`src/rtl/data_arbiter_if.sv`:
```
// Bus bundle between two requesting masters, the arbiter and a req/gnt/rvalid slave.
// The arbiter takes the slave modport; the environment driving masters and slave takes master.
interface data_arbiter_if;
  logic [1:0]       m_req_i;
  logic [1:0][31:0] m_addr_i;
  logic [1:0]       m_we_i;
  logic [1:0][3:0]  m_be_i;
  logic [1:0][31:0] m_wdata_i;
  logic [1:0]       m_gnt_o;
  logic [1:0]       m_rvalid_o;
  logic [1:0][31:0] m_rdata_o;
  logic             s_req_o;
  logic [31:0]      s_addr_o;
  logic             s_we_o;
  logic [3:0]       s_be_o;
  logic [31:0]      s_wdata_o;
  logic             s_gnt_i;
  logic             s_rvalid_i;
  logic [31:0]      s_rdata_i;
  logic             err_o;
  logic             busy_o;

  modport slave (
    input  m_req_i, m_addr_i, m_we_i, m_be_i, m_wdata_i,
    input  s_gnt_i, s_rvalid_i, s_rdata_i,
    output m_gnt_o, m_rvalid_o, m_rdata_o,
    output s_req_o, s_addr_o, s_we_o, s_be_o, s_wdata_o,
    output err_o, busy_o
  );

  modport master (
    output m_req_i, m_addr_i, m_we_i, m_be_i, m_wdata_i,
    output s_gnt_i, s_rvalid_i, s_rdata_i,
    input  m_gnt_o, m_rvalid_o, m_rdata_o,
    input  s_req_o, s_addr_o, s_we_o, s_be_o, s_wdata_o,
    input  err_o, busy_o
  );
endinterface

```
`src/rtl/data_arbiter.sv`:
```
// Two-master round-robin arbiter for a req/gnt/rvalid slave port, with stall lock
// and an in-order ID FIFO that routes each response back to its issuing master.
module data_arbiter #(
  parameter int unsigned MAX_OUTSTANDING = 2
) (
  input logic           clk,
  input logic           rst_ni,
  data_arbiter_if.slave bus
);

  generate
    if (MAX_OUTSTANDING < 1 || MAX_OUTSTANDING > 8) begin : g_bad_depth
      $error("data_arbiter: MAX_OUTSTANDING must be in 1..8");
    end
  endgenerate

  localparam int unsigned PW = (MAX_OUTSTANDING > 1) ? $clog2(MAX_OUTSTANDING) : 1;
  localparam int unsigned CW = $clog2(MAX_OUTSTANDING + 1);

  logic                       prio_q, prio_d;
  logic                       lock_q, lock_d;
  logic                       lock_id_q, lock_id_d;
  logic [MAX_OUTSTANDING-1:0] fifo_q, fifo_d;
  logic [PW-1:0]              wptr_q, wptr_d;
  logic [PW-1:0]              rptr_q, rptr_d;
  logic [CW-1:0]              cnt_q, cnt_d;
  logic                       err_q, err_d;

  logic                       sel;
  logic                       fifo_full;
  logic                       fifo_empty;
  logic                       s_req;
  logic                       accept;
  logic                       pop;
  logic                       head;
  logic [1:0]                 m_gnt;
  logic [1:0]                 m_rvalid;
  logic [1:0][31:0]           m_rdata;

  function automatic logic [PW-1:0] ptr_inc(input logic [PW-1:0] p);
    return (p == PW'(MAX_OUTSTANDING - 1)) ? '0 : p + 1'b1;
  endfunction

  always_comb begin
    sel = prio_q;
    if (lock_q) begin
      sel = lock_id_q;
    end else if (bus.m_req_i == 2'b01) begin
      sel = 1'b0;
    end else if (bus.m_req_i == 2'b10) begin
      sel = 1'b1;
    end

    fifo_full  = (cnt_q == CW'(MAX_OUTSTANDING));
    fifo_empty = (cnt_q == '0);
    // A full FIFO blocks the request outright, even when a pop frees a slot this cycle.
    s_req      = bus.m_req_i[sel] & ~fifo_full;
    accept     = s_req & bus.s_gnt_i;
    pop        = bus.s_rvalid_i & ~fifo_empty;
    head       = fifo_q[rptr_q];

    m_gnt      = '0;
    m_gnt[sel] = accept;

    m_rvalid = '0;
    m_rdata  = '0;
    if (pop) begin
      m_rvalid[head] = 1'b1;
      m_rdata[head]  = bus.s_rdata_i;
    end

    prio_d    = prio_q;
    lock_d    = lock_q;
    lock_id_d = lock_id_q;
    fifo_d    = fifo_q;
    wptr_d    = wptr_q;
    rptr_d    = rptr_q;
    cnt_d     = cnt_q;
    err_d     = err_q | (bus.s_rvalid_i & fifo_empty);

    if (accept) begin
      fifo_d[wptr_q] = sel;
      wptr_d         = ptr_inc(wptr_q);
      prio_d         = ~sel;
      lock_d         = 1'b0;
    end else if (s_req) begin
      lock_d    = 1'b1;
      lock_id_d = sel;
    end

    if (pop) begin
      rptr_d = ptr_inc(rptr_q);
    end

    case ({accept, pop})
      2'b10:   cnt_d = cnt_q + 1'b1;
      2'b01:   cnt_d = cnt_q - 1'b1;
      default: cnt_d = cnt_q;
    endcase
  end

  always_ff @(posedge clk or negedge rst_ni) begin
    if (!rst_ni) begin
      prio_q    <= 1'b0;
      lock_q    <= 1'b0;
      lock_id_q <= 1'b0;
      fifo_q    <= '0;
      wptr_q    <= '0;
      rptr_q    <= '0;
      cnt_q     <= '0;
      err_q     <= 1'b0;
    end else begin
      prio_q    <= prio_d;
      lock_q    <= lock_d;
      lock_id_q <= lock_id_d;
      fifo_q    <= fifo_d;
      wptr_q    <= wptr_d;
      rptr_q    <= rptr_d;
      cnt_q     <= cnt_d;
      err_q     <= err_d;
    end
  end

  assign bus.s_req_o    = s_req;
  assign bus.s_addr_o   = s_req ? bus.m_addr_i[sel]  : '0;
  assign bus.s_we_o     = s_req ? bus.m_we_i[sel]    : 1'b0;
  assign bus.s_be_o     = s_req ? bus.m_be_i[sel]    : '0;
  assign bus.s_wdata_o  = s_req ? bus.m_wdata_i[sel] : '0;
  assign bus.m_gnt_o    = m_gnt;
  assign bus.m_rvalid_o = m_rvalid;
  assign bus.m_rdata_o  = m_rdata;
  assign bus.err_o      = err_q;
  assign bus.busy_o     = ~fifo_empty;

endmodule

```
`src/flat_wrapper.sv`:
```
// flat-port wrapper written by rule: the top's interface ports become plain ports
module data_arbiter_flat 
#(
  parameter int unsigned MAX_OUTSTANDING = 2
)
  (clk, rst_ni, bus_m_req_i, bus_m_addr_i, bus_m_we_i, bus_m_be_i, bus_m_wdata_i, bus_s_gnt_i, bus_s_rvalid_i, bus_s_rdata_i, bus_m_gnt_o, bus_m_rvalid_o, bus_m_rdata_o, bus_s_req_o, bus_s_addr_o, bus_s_we_o, bus_s_be_o, bus_s_wdata_o, bus_err_o, bus_busy_o);
  data_arbiter_if bus_i ();
  input logic clk;
  input logic rst_ni;
  input wire logic [$bits(bus_i.m_req_i)-1:0] bus_m_req_i;
  input wire logic [$bits(bus_i.m_addr_i)-1:0] bus_m_addr_i;
  input wire logic [$bits(bus_i.m_we_i)-1:0] bus_m_we_i;
  input wire logic [$bits(bus_i.m_be_i)-1:0] bus_m_be_i;
  input wire logic [$bits(bus_i.m_wdata_i)-1:0] bus_m_wdata_i;
  input wire logic [$bits(bus_i.s_gnt_i)-1:0] bus_s_gnt_i;
  input wire logic [$bits(bus_i.s_rvalid_i)-1:0] bus_s_rvalid_i;
  input wire logic [$bits(bus_i.s_rdata_i)-1:0] bus_s_rdata_i;
  output wire logic [$bits(bus_i.m_gnt_o)-1:0] bus_m_gnt_o;
  output wire logic [$bits(bus_i.m_rvalid_o)-1:0] bus_m_rvalid_o;
  output wire logic [$bits(bus_i.m_rdata_o)-1:0] bus_m_rdata_o;
  output wire logic [$bits(bus_i.s_req_o)-1:0] bus_s_req_o;
  output wire logic [$bits(bus_i.s_addr_o)-1:0] bus_s_addr_o;
  output wire logic [$bits(bus_i.s_we_o)-1:0] bus_s_we_o;
  output wire logic [$bits(bus_i.s_be_o)-1:0] bus_s_be_o;
  output wire logic [$bits(bus_i.s_wdata_o)-1:0] bus_s_wdata_o;
  output wire logic [$bits(bus_i.err_o)-1:0] bus_err_o;
  output wire logic [$bits(bus_i.busy_o)-1:0] bus_busy_o;
  assign bus_i.m_req_i = bus_m_req_i;
  assign bus_i.m_addr_i = bus_m_addr_i;
  assign bus_i.m_we_i = bus_m_we_i;
  assign bus_i.m_be_i = bus_m_be_i;
  assign bus_i.m_wdata_i = bus_m_wdata_i;
  assign bus_i.s_gnt_i = bus_s_gnt_i;
  assign bus_i.s_rvalid_i = bus_s_rvalid_i;
  assign bus_i.s_rdata_i = bus_s_rdata_i;
  assign bus_m_gnt_o = bus_i.m_gnt_o;
  assign bus_m_rvalid_o = bus_i.m_rvalid_o;
  assign bus_m_rdata_o = bus_i.m_rdata_o;
  assign bus_s_req_o = bus_i.s_req_o;
  assign bus_s_addr_o = bus_i.s_addr_o;
  assign bus_s_we_o = bus_i.s_we_o;
  assign bus_s_be_o = bus_i.s_be_o;
  assign bus_s_wdata_o = bus_i.s_wdata_o;
  assign bus_err_o = bus_i.err_o;
  assign bus_busy_o = bus_i.busy_o;
  data_arbiter #(.MAX_OUTSTANDING(MAX_OUTSTANDING)) u_core (.clk(clk), .rst_ni(rst_ni), .bus(bus_i));
endmodule
```
`config.mk`:
```
export PLATFORM = sky130hd
export DESIGN_NAME = data_arbiter_flat
export DESIGN_NICKNAME = d
export VERILOG_FILES = /design/src/rtl/data_arbiter_if.sv /design/src/rtl/data_arbiter.sv /design/src/flat_wrapper.sv
export SDC_FILE = /design/constraint.sdc
export NUM_CORES = 1
export LEC_CHECK = 0
export CORE_AREA = 2 2 123 125
export CTS_CLUSTER_DIAMETER = 40
export DETAILED_ROUTE_END_ITERATION = 10
export DIE_AREA = 0 0 125 127
export GPL_ROUTABILITY_DRIVEN = 1
export GPL_TIMING_DRIVEN = 0
export PLACE_DENSITY = 0.59
export RECOVER_POWER = 100
export SLEW_MARGIN = 25
export SYNTH_ARGS = -nofsm -noshare
export SYNTH_HDL_FRONTEND = slang
export SYNTH_SLANG_ARGS = --single-unit
```
`constraint.sdc`:
```
create_clock -name clk -period 5.55 [get_ports clk]
set_clock_uncertainty 0.05 [all_clocks]
set_input_delay 1.11 -clock clk [delete_from_list [all_inputs] [get_ports clk]]
set_output_delay 1.11 -clock clk [all_outputs]
set_load 0.02 [all_outputs]
```
Word-level counts from Yosys, hierarchy flattened
Index checks and enable logic that the tools add are counted.
{"block": "op_classes", "n_bitwise": 11, "add_sub_neg": 4, "n_lt_le_gt_ge": 7, "eq_ne": 5, "n_mux": 35, "reduce_logical": 7}
{"operator": "$mux 32", "n": 7}
{"operator": "$and 64x64->64", "n": 1}
{"operator": "$mux 64", "n": 1}
{"operator": "$demux 32 s1", "n": 1}
{"operator": "$mux 1", "n": 17}
{"operator": "$mux 4", "n": 3}
{"operator": "$lt 1x2->1 const B", "n": 4}
{"operator": "$eq 2x2->1 const B", "n": 3}
{"operator": "$and 1x1->1", "n": 4}
{"operator": "$eq 2x1->1 const B", "n": 2}
{"operator": "$not 1->1", "n": 4}
{"operator": "$pmux 2 s2", "n": 1}
{"operator": "$reduce_bool 2->1", "n": 2}
{"operator": "$demux 1 s1", "n": 3}
{"operator": "$ge 1x1->1 const B", "n": 3}
{"operator": "$logic_and 1x1->1", "n": 3}
{"operator": "$add 1x1->1 const B", "n": 2}
{"operator": "$add 2x1->2 const B", "n": 1}
{"operator": "$and 2x2->2", "n": 1}
{"operator": "$bwmux 2", "n": 1}
{"operator": "$logic_not 2->1", "n": 1}
{"operator": "$mux 2", "n": 1}
{"operator": "$reduce_and 2->1", "n": 1}
{"operator": "$sub 2x1->2 const B", "n": 1}
{"operator": "$or 1x1->1", "n": 1}
{"block": "totals", "regBits": 10, "in_bits": 176}

Depth between registers and ports, before layout
Gate-level depths: netlist (run 1).
{"block": "logic_depth", "word_depth": 10, "depth_mapped": 8}

Least setup slack after synthesis (run 1)
Ideal clock, no wire load.
{"block": "synth_path", "path_kind": "input port to output port", "start": "input bus_m_req_i[0]", "end": "output bus_s_addr_o[0]", "setup_slack_ns": 2.246, "n_path_buf": 2, "arrival_ns": 2.144, "t_required_ns": 4.390, "stages": 6, "path_cell_list": "a21boi_1 o21a_1 buf_2 buf_2 a22oi_1 nor2_1"}
{"block": "synth_between", "elab_chain_len": 8, "word_cells_on_any_way": 11}
{"element": "start: declaration", "line_no": "flat_wrapper.sv:10", "rtl": "input wire logic [$bits(bus_i.m_req_i)-1:0] bus_m_req_i;"}
{"element": "$eq 2x2->1", "line_no": "data_arbiter.sv:50", "rtl": "end else if (bus.m_req_i == 2'b10) begin"}
{"element": "$mux 1", "line_no": "data_arbiter.sv:50"}
{"element": "$mux 1", "line_no": "data_arbiter.sv:48", "rtl": "end else if (bus.m_req_i == 2'b01) begin"}
{"element": "$mux 1", "line_no": "data_arbiter.sv:46", "rtl": "if (lock_q) begin"}
{"element": "$mux 1 (implied by the code) (2 in a row)", "line_no": "data_arbiter.sv:57", "rtl": "s_req = bus.m_req_i[sel] & ~fifo_full;"}
{"element": "$and 1x1->1", "line_no": "data_arbiter.sv:57"}
{"element": "$mux 32 (*)", "line_no": "data_arbiter.sv:125", "rtl": "assign bus.s_addr_o = s_req ? bus.m_addr_i[sel] : '0;"}
{"element": "end: declaration", "line_no": "flat_wrapper.sv:22", "rtl": "output wire logic [$bits(bus_i.s_addr_o)-1:0] bus_s_addr_o;"}
Every way passes the cells marked *; elsewhere a longest branch is shown, timed or not. The select of a mux whose other input is x is not followed.

Worst setup path in the final report (run 1)
{"block": "layout_path", "start": "input bus_m_req_i[0]", "end": "output bus_s_wdata_o[30]"}
{"block": "layout_between", "elab_chain_len": 8, "word_cells_on_any_way": 11}
{"element": "$eq 2x2->1", "line_no": "data_arbiter.sv:50"}
{"element": "$mux 1", "line_no": "data_arbiter.sv:50"}
{"element": "$mux 1", "line_no": "data_arbiter.sv:48"}
{"element": "$mux 1", "line_no": "data_arbiter.sv:46"}
{"element": "$mux 1 (implied by the code) (2 in a row)", "line_no": "data_arbiter.sv:57"}
{"element": "$and 1x1->1", "line_no": "data_arbiter.sv:57"}
{"element": "$mux 32 (*)", "line_no": "data_arbiter.sv:128", "rtl": "assign bus.s_wdata_o = s_req ? bus.m_wdata_i[sel] : '0;"}
{"element": "end: declaration", "line_no": "flat_wrapper.sv:25", "rtl": "output wire logic [$bits(bus_i.s_wdata_o)-1:0] bus_s_wdata_o;"}
Marks and branches as above.

==> results.md, run 1 <==
* CTS root buffer: clkbuf_16
* Worst IR drop on VDD at between 0.00015 and 0.0002 V
* Reg2reg end: u_core.cnt_q[1]$_DFFE_PN0P_
* Via density at between 4 and 5
* # setup viols final at 0
* CP endpoint kind: primary output
* CP arrival at slightly below 4 ns
* Final min period at 5.05 ns
* Share of post-route cells with drive strength above 1 at 3.65%
* CP max FO at 10
* Min-delay worst type: reg2reg
* Setup TNS Final at 0 ns
* GRT Util Overall at 13.7%
* Wirelength, routed at 11900 um
* Yosys reg bits at 10
* Post-CTS Resized at 0
* Vias in the first global route at 3395
* Post-CTS setup buffer count at 0
* Die W at about 130 um
* Critical path class: in2out
* Startpoint Class: input port
* Initial antenna violation count at 0
* H-tree depth at 1
* Fill count at 1484
* Synth warn at 0
* Post-synth EDFFs at 0
* Max-cap violations at 0
* Seq/Total Area, Yosys at between 10% and 20%
* Layout net count at between 700 and 800
* Outcome: complete, no violations
* Fin. max-slew vios at 0
* Largest net degree at the start of global routing at 11
* Post-synthesis area per instance at between 6 and 7 um^2
* Most frequent CP cell: dlygate4sd3_1
* Clk pin slew, worst setup/hold paths at about 0.04 ns
* Slowest CP cell: dlygate4sd3_1
* DRT iter0 DRCs at 141
* Routed Antenna Nets at 0
* RSZ-0062 raised after global routing: no
* Hpwl dp at 10200 um
* Design Area, Final at 5360 um^2
* Buf/Inv on CP at 4
* Die Span Y at 127 um
* Syn nets at about 460
* Final setup margin at a little under 0.5 ns
* Ys flop type: dfrtp_1
* Worst r2r path cells at 7
* WL per Instance at 15.1 um
* Slew margin rel. at 61.6%
* Initial Utilization at between 10% and 20%
* First-pass GRT wire length at 17900 um
* Clk_lat worst skew at 0.24 ns
* Clock sinks at 10
* CP Cell Sequence: dlygate4sd3_1 -> a21boi_0 -> o21a_1 -> buf_2 -> clkbuf_1 -> a22oi_1 -> nor2_1 -> dlygate4sd3_1
* Least-Margin Pin Slew at between 0.5 and 0.6 ns
* CP peak stage delay at 0.70 ns
* Family with the most delay on the worst path: buffers and inverters
* Grt total ovfl at 0
* Worst path depth at 8
* Async SR Flop Fraction at between 90% and 100%
* Post-synthesis cell type count at 29
* Cts hold-fix bufs at 0
* CP Launch Point: bus_m_req_i[0]
* Clock Path Buffers at 2
* Core area at approximately 14000 um^2
* Max Clk Rate at 198 MHz
* Reg-to-reg startpoint: u_core.cnt_q[1]$_DFFE_PN0P_
* 1st-pass router iterations at 4
* CP Data Required Time at 4.39 ns
* # port buffers at about 320
* Leakage at 2.39 nW
* Most common cell after layout, fill and taps aside: clkdlybuf4s50_1
* Cells after Synth at 284
* Synth-to-layout area growth at 184%
* Post-route DRC at 0
* Dpl cell area at 5270 um^2
* Fin. Hold Viols at 0
* Antenna Cells at 0
* CTS tree: done
* DIE AREA at roughly 16000 um^2
* Worst R2R Setup Slack at about 3.5 ns
* Final GP Congestion at between 0.8 and 0.9
* Via Count at 3373
* Std cell rows at between 40 and 50
* Cts bufs inserted at 3
* Post-route clock period utilization at 91.0%
* I/O pin cnt at between 300 and 400
* Synth Cell Area at 1890 um^2
* Pwr Density at about 400 nW/um^2
* Placement Setup Slack at 0.837 ns
* Hold_sp: u_core.bus.err_o$_DFF_PN0_
* CP endpoint: bus_s_wdata_o[30]
* Commonest non-fill, non-tap cells in the layout: 181 x clkdlybuf4s50_1, 134 x dlygate4sd3_1, 75 x nor2_1
[cells in the mapped netlist (2+ instances only)]
library cell  count  area share [%]
nor2_1           75              15
a22oi_1          69              27
and2_1           66              22
clkbuf_1         12             2.4
dfrtp_1          10              13
buf_6             8             4.8
buf_2             7             1.9
a21oi_1           4             1.1
inv_1             4            0.79
xnor2_1           4             1.9
buf_4             3             1.2
nand2_1           3            0.60
mux2i_1           2             1.1
o21ai_0           2            0.53
[logic make-up (layout without fill, tap and decap cells)]
logic type	after synthesis	count (layout)	synth area share (%)
buf+inv	34	353	11.0
fa+ha+maj	1	1	0.663
simple gates	148	148	38.8
mux	2	2	1.06
xor+xnor	5	5	2.32
compound gates	84	84	32.9
flops	10	10	13.3
[area by class of cell]
class,count,area (um^2),area share (%)
repair buffers,315,3150,58.9
flip-flops and latches,10,250,4.67
inverters,4,15.0,0.280
multi-input cells,240,1430,26.7
well taps,184,230,4.30
plain buffers,30,190,3.55
clock buffers,4,88.8,1.66
[per-layer routing]
layer | vias up | global-route usage, % | routed length (um)
li1 | 1628 | - | -
met1 | 1536 | 15.2 | 4490
met2 | 194 | 26.2 | 6210
met3 | 15 | 2.81 | 899
met4 | 0 | 4.44 | 269
met5 | - | 0 | 0
[through the flow]
stage               power [mW]  std cells  utilization, %  hold slack, ns
floorplan                 1.18        284               -           0.406
global placement          2.12        783            36.5           0.421
detailed placement        2.14        783            36.5           0.413
CTS                       2.29        787            37.2           0.430
global route              2.29        787            37.1           0.446
finish                    2.14        787            37.1           0.417
[worst min path at each step]
stage | end | slack (ns) | depth (start not counted)
after floorplan | u_core.cnt_q[1]$_DFFE_PN0P_ | 0.41 | 1
after global placement | u_core.bus.err_o$_DFF_PN0_ | 0.42 | 1
after detailed placement | u_core.bus.err_o$_DFF_PN0_ | 0.41 | 1
after CTS | u_core.bus.err_o$_DFF_PN0_ | 0.43 | 1
after global routing | u_core.bus.err_o$_DFF_PN0_ | 0.45 | 1
final | u_core.bus.err_o$_DFF_PN0_ | 0.42 | 1
[state kept, by name, summed over array words and instances (netlist names)]
| signal | flops |
|---|---|
| u_core.prio_q | 1 |
| u_core.bus.err_o | 1 |
| u_core.fifo_q | 2 |
| u_core.lock_q | 1 |
| u_core.wptr_q | 1 |
| u_core.lock_id_q | 1 |
| u_core.rptr_q | 1 |
| u_core.cnt_q | 2 |
[report_power, final]
group | leakage, nW | switching [mW] | internal [mW]
logic | 2.23 | 1.03 | 0.827
clock network | 0.0442 | 0.0340 | 0.108
registers | 0.114 | 0.0326 | 0.109
[worst reg2reg max path: stages (launching register included)]
cell,delay (ns)
dfrtp_1,0.40
nor2b_1,0.14
buf_2,0.21
nor2b_2,0.29
o221ai_1,0.24
ha_1,0.36
nor2_1,0.14
xor2_1,0.15
Power figures use the tool's default switching activity.
==> inputs of run 2 (changes only) <==
--- a/config.mk
+++ b/config.mk
@@ -5,10 +5,10 @@
 export SDC_FILE = /design/constraint.sdc
 export NUM_CORES = 1
 export LEC_CHECK = 0
-export CORE_AREA = 2 2 123 125
+export CORE_AREA = 2 2 124 126
 export CTS_CLUSTER_DIAMETER = 40
 export DETAILED_ROUTE_END_ITERATION = 10
-export DIE_AREA = 0 0 125 127
+export DIE_AREA = 0 0 126 128
 export GPL_ROUTABILITY_DRIVEN = 1
 export GPL_TIMING_DRIVEN = 0
 export PLACE_DENSITY = 0.59
==> constraint.sdc (replaced) <==
create_clock -name clk -period 5.75 [get_ports clk]
set_clock_uncertainty 0.05 [all_clocks]
set_input_delay 1.15 -clock clk [delete_from_list [all_inputs] [get_ports clk]]
set_output_delay 1.15 -clock clk [all_outputs]
set_load 0.02 [all_outputs]
==> run 2 against run 1 <==
Compared with the run above: register-to-register slack gained 0.19 ns; critical path depth is the same; via count is the same; largest cell class unchanged; clock-buffer cell count is the same; critical endpoint is now bus_s_addr_o[3]; first-iteration DRC count grew 68%; clock power is essentially flat.
==> results.md, run 2 (same netlist as run 1, synthesis figures left out) <==
* Outcome: complete, no violations
* Share of post-route cells with drive strength above 1 at 3.32%
* I/O pin cnt at between 300 and 400
* Worst Hold End: u_core.bus.err_o$_DFF_PN0_
* Fill count at roughly 1600
* CP arrival at 3.95 ns
* Hold path depth at 1
* Largest regs: u_core.cnt_q (2), u_core.fifo_q (2)
* Std cell rows at 45
* CP endpoint kind: primary output
* CP Launch Point: bus_m_req_i[0]
* Critical path class: in2out
* Die Span Y at 128 um
* Seq pwr share at around 6.6%
* First-pass GRT wire length at 17800 um
* Sw Share at approximately half
* Grt total ovfl at 0
* Worst R2R Setup Slack at 3.70 ns
* Synth-to-layout area growth at 184%
* Max Clk Rate at 194 MHz
* Layout net count at 781
* Post-route clock period utilization at 89.6%
* Pwr Density at 389 nW/um^2
* Setup TNS Final at 0 ns
* RSZ-0062 raised after global routing: no
* Via Count at approximately 3400
* Hold slack at about 0.4 ns
* Clock sinks at 10
* Internal Power at 1.01 mW
* Initial Utilization at 12.7%
* DRT iter0 DRCs at 237
* Switching Power at 1.07 mW
* Routed Antenna Nets at 0
* Final min period at just over 5 ns
* 1st-pass router iterations at 5
* Fin. max-slew vios at 0
* Post-CTS Resized at 0
* Commonest non-fill, non-tap cells in the layout: 188 x clkdlybuf4s50_1, 127 x dlygate4sd3_1, 75 x nor2_1
* Clock Path Buffers at 2
* Wirelength, routed at roughly 12000 um
* Multi-input logic area at around 1400 um^2
* Cts bufs inserted at 3
* Min-delay worst type: reg2reg
* Least-Margin Pin Slew at 0.531 ns
* Leakage at approximately 2.4 nW
* Largest net degree at the start of global routing at 11
* Worst r2r path cells at 7
* Via density at between 4 and 5
* CP Data Required Time at approximately 4.6 ns
* CP max FO at 10
* CTS tree: done
* Antenna Cells at 0
* Sequential cell area at 250 um^2
* Cts hold-fix bufs at 0
* Pwr Total at roughly 2.1 mW
* Final GP Congestion at 0.837
* # port buffers at 315
* CTS root buffer: clkbuf_16
* Core area at roughly 15000 um^2
* Post-route DRC at 0
* Final setup margin at roughly 0.6 ns
* Clk_lat worst skew at 0.24 ns
* Slew margin rel. at 64.6%
* Initial antenna violation count at 0
* Clock power share at 6.7%
* Placement Setup Slack at 0.950 ns
* H-tree depth at 1
* Clk pin slew, worst setup/hold paths at around 0.04 ns
* Comb pwr share at 86.8%
* Startpoint Class: input port
* Fin. Hold Viols at 0
* Worst IR drop on VDD at 0.000144 V
* Hold_sp: u_core.bus.err_o$_DFF_PN0_
* Reg-to-reg startpoint: u_core.cnt_q[1]$_DFFE_PN0P_
* GRT Util Overall at 13.6%
* Vias in the first global route at 3316
* WL per Instance at 15.4 um
* Most common cell after layout, fill and taps aside: clkdlybuf4s50_1
* DIE AREA at 16100 um^2
* Die W at 126 um
* Max-cap violations at 0
* Hpwl dp at 10300 um
* Post-CTS setup buffer count at 0
* # setup viols final at 0
* Reg2reg end: u_core.cnt_q[1]$_DFFE_PN0P_
-- run 2: changes by cell type in the layout (fill, tap and decap cells not counted) --
cell / delta
buf_2: -2
clkbuf_1: +2
clkdlybuf4s50_1: +7
dlygate4sd3_1: -7
-- run 2: worst max path at each step --
stage                         to  slack [ns]
2_1_floorplan    bus_s_addr_o[0]        2.37
3_3_place_gp    bus_s_wdata_o[4]        1.02
6_report         bus_s_addr_o[3]        0.60
5_1_grt        bus_s_wdata_o[19]        0.41
4_1_cts         bus_s_wdata_o[4]        0.94
3_5_place_dp    bus_s_wdata_o[4]        0.95
-- run 2: cell type report --
type / count / share of cell area [%]
Buffer: 30 / 3.50
Clock buffer: 4 / 1.66
Inverter: 4 / 0.280
Multi-Input combinational cell: 240 / 26.7
Sequential cell: 10 / 4.67
Tap cell: 188 / 4.39
Timing Repair Buffer: 315 / 58.8
-- run 2: through the flow --
| step | instances | area (um^2) | utilization, % |
|---|---|---|---|
| finish | 791 | 5360 | 36.1 |
| global route | 791 | 5360 | 36.1 |
| CTS | 791 | 5370 | 36.1 |
| detailed placement | 787 | 5280 | 35.5 |
| global placement | 787 | 5280 | 35.5 |
| floorplan | 284 | 1890 | - |
-- run 2: worst max-delay path: stages --
cell           delay [ns]
dlygate4sd3_1        0.62
a21boi_0             0.36
o21a_1               0.18
buf_2                0.26
clkbuf_1             0.45
a22oi_1              0.14
nor2_1               0.12
dlygate4sd3_1        0.68
-- run 2: power groups by stage --
stage / clock (mW) / combinational, mW / sequential (mW)
after floorplan: 0 / 1.01 / 0.130
after global placement: 0 / 1.92 / 0.134
after detailed placement: 0 / 1.94 / 0.137
after CTS: 0.139 / 1.95 / 0.137
after global routing: 0.146 / 1.95 / 0.142
final: 0.139 / 1.81 / 0.137
-- run 2: routing by layer --
metal  up-vias  part of all wire, %  track usage [%]
met4         0                 0.81             1.16
met5         -                    0                0
li1       1630                    -                -
met1      1522                   39             16.1
met2       211                   52             25.9
met3        10                  8.1             2.80
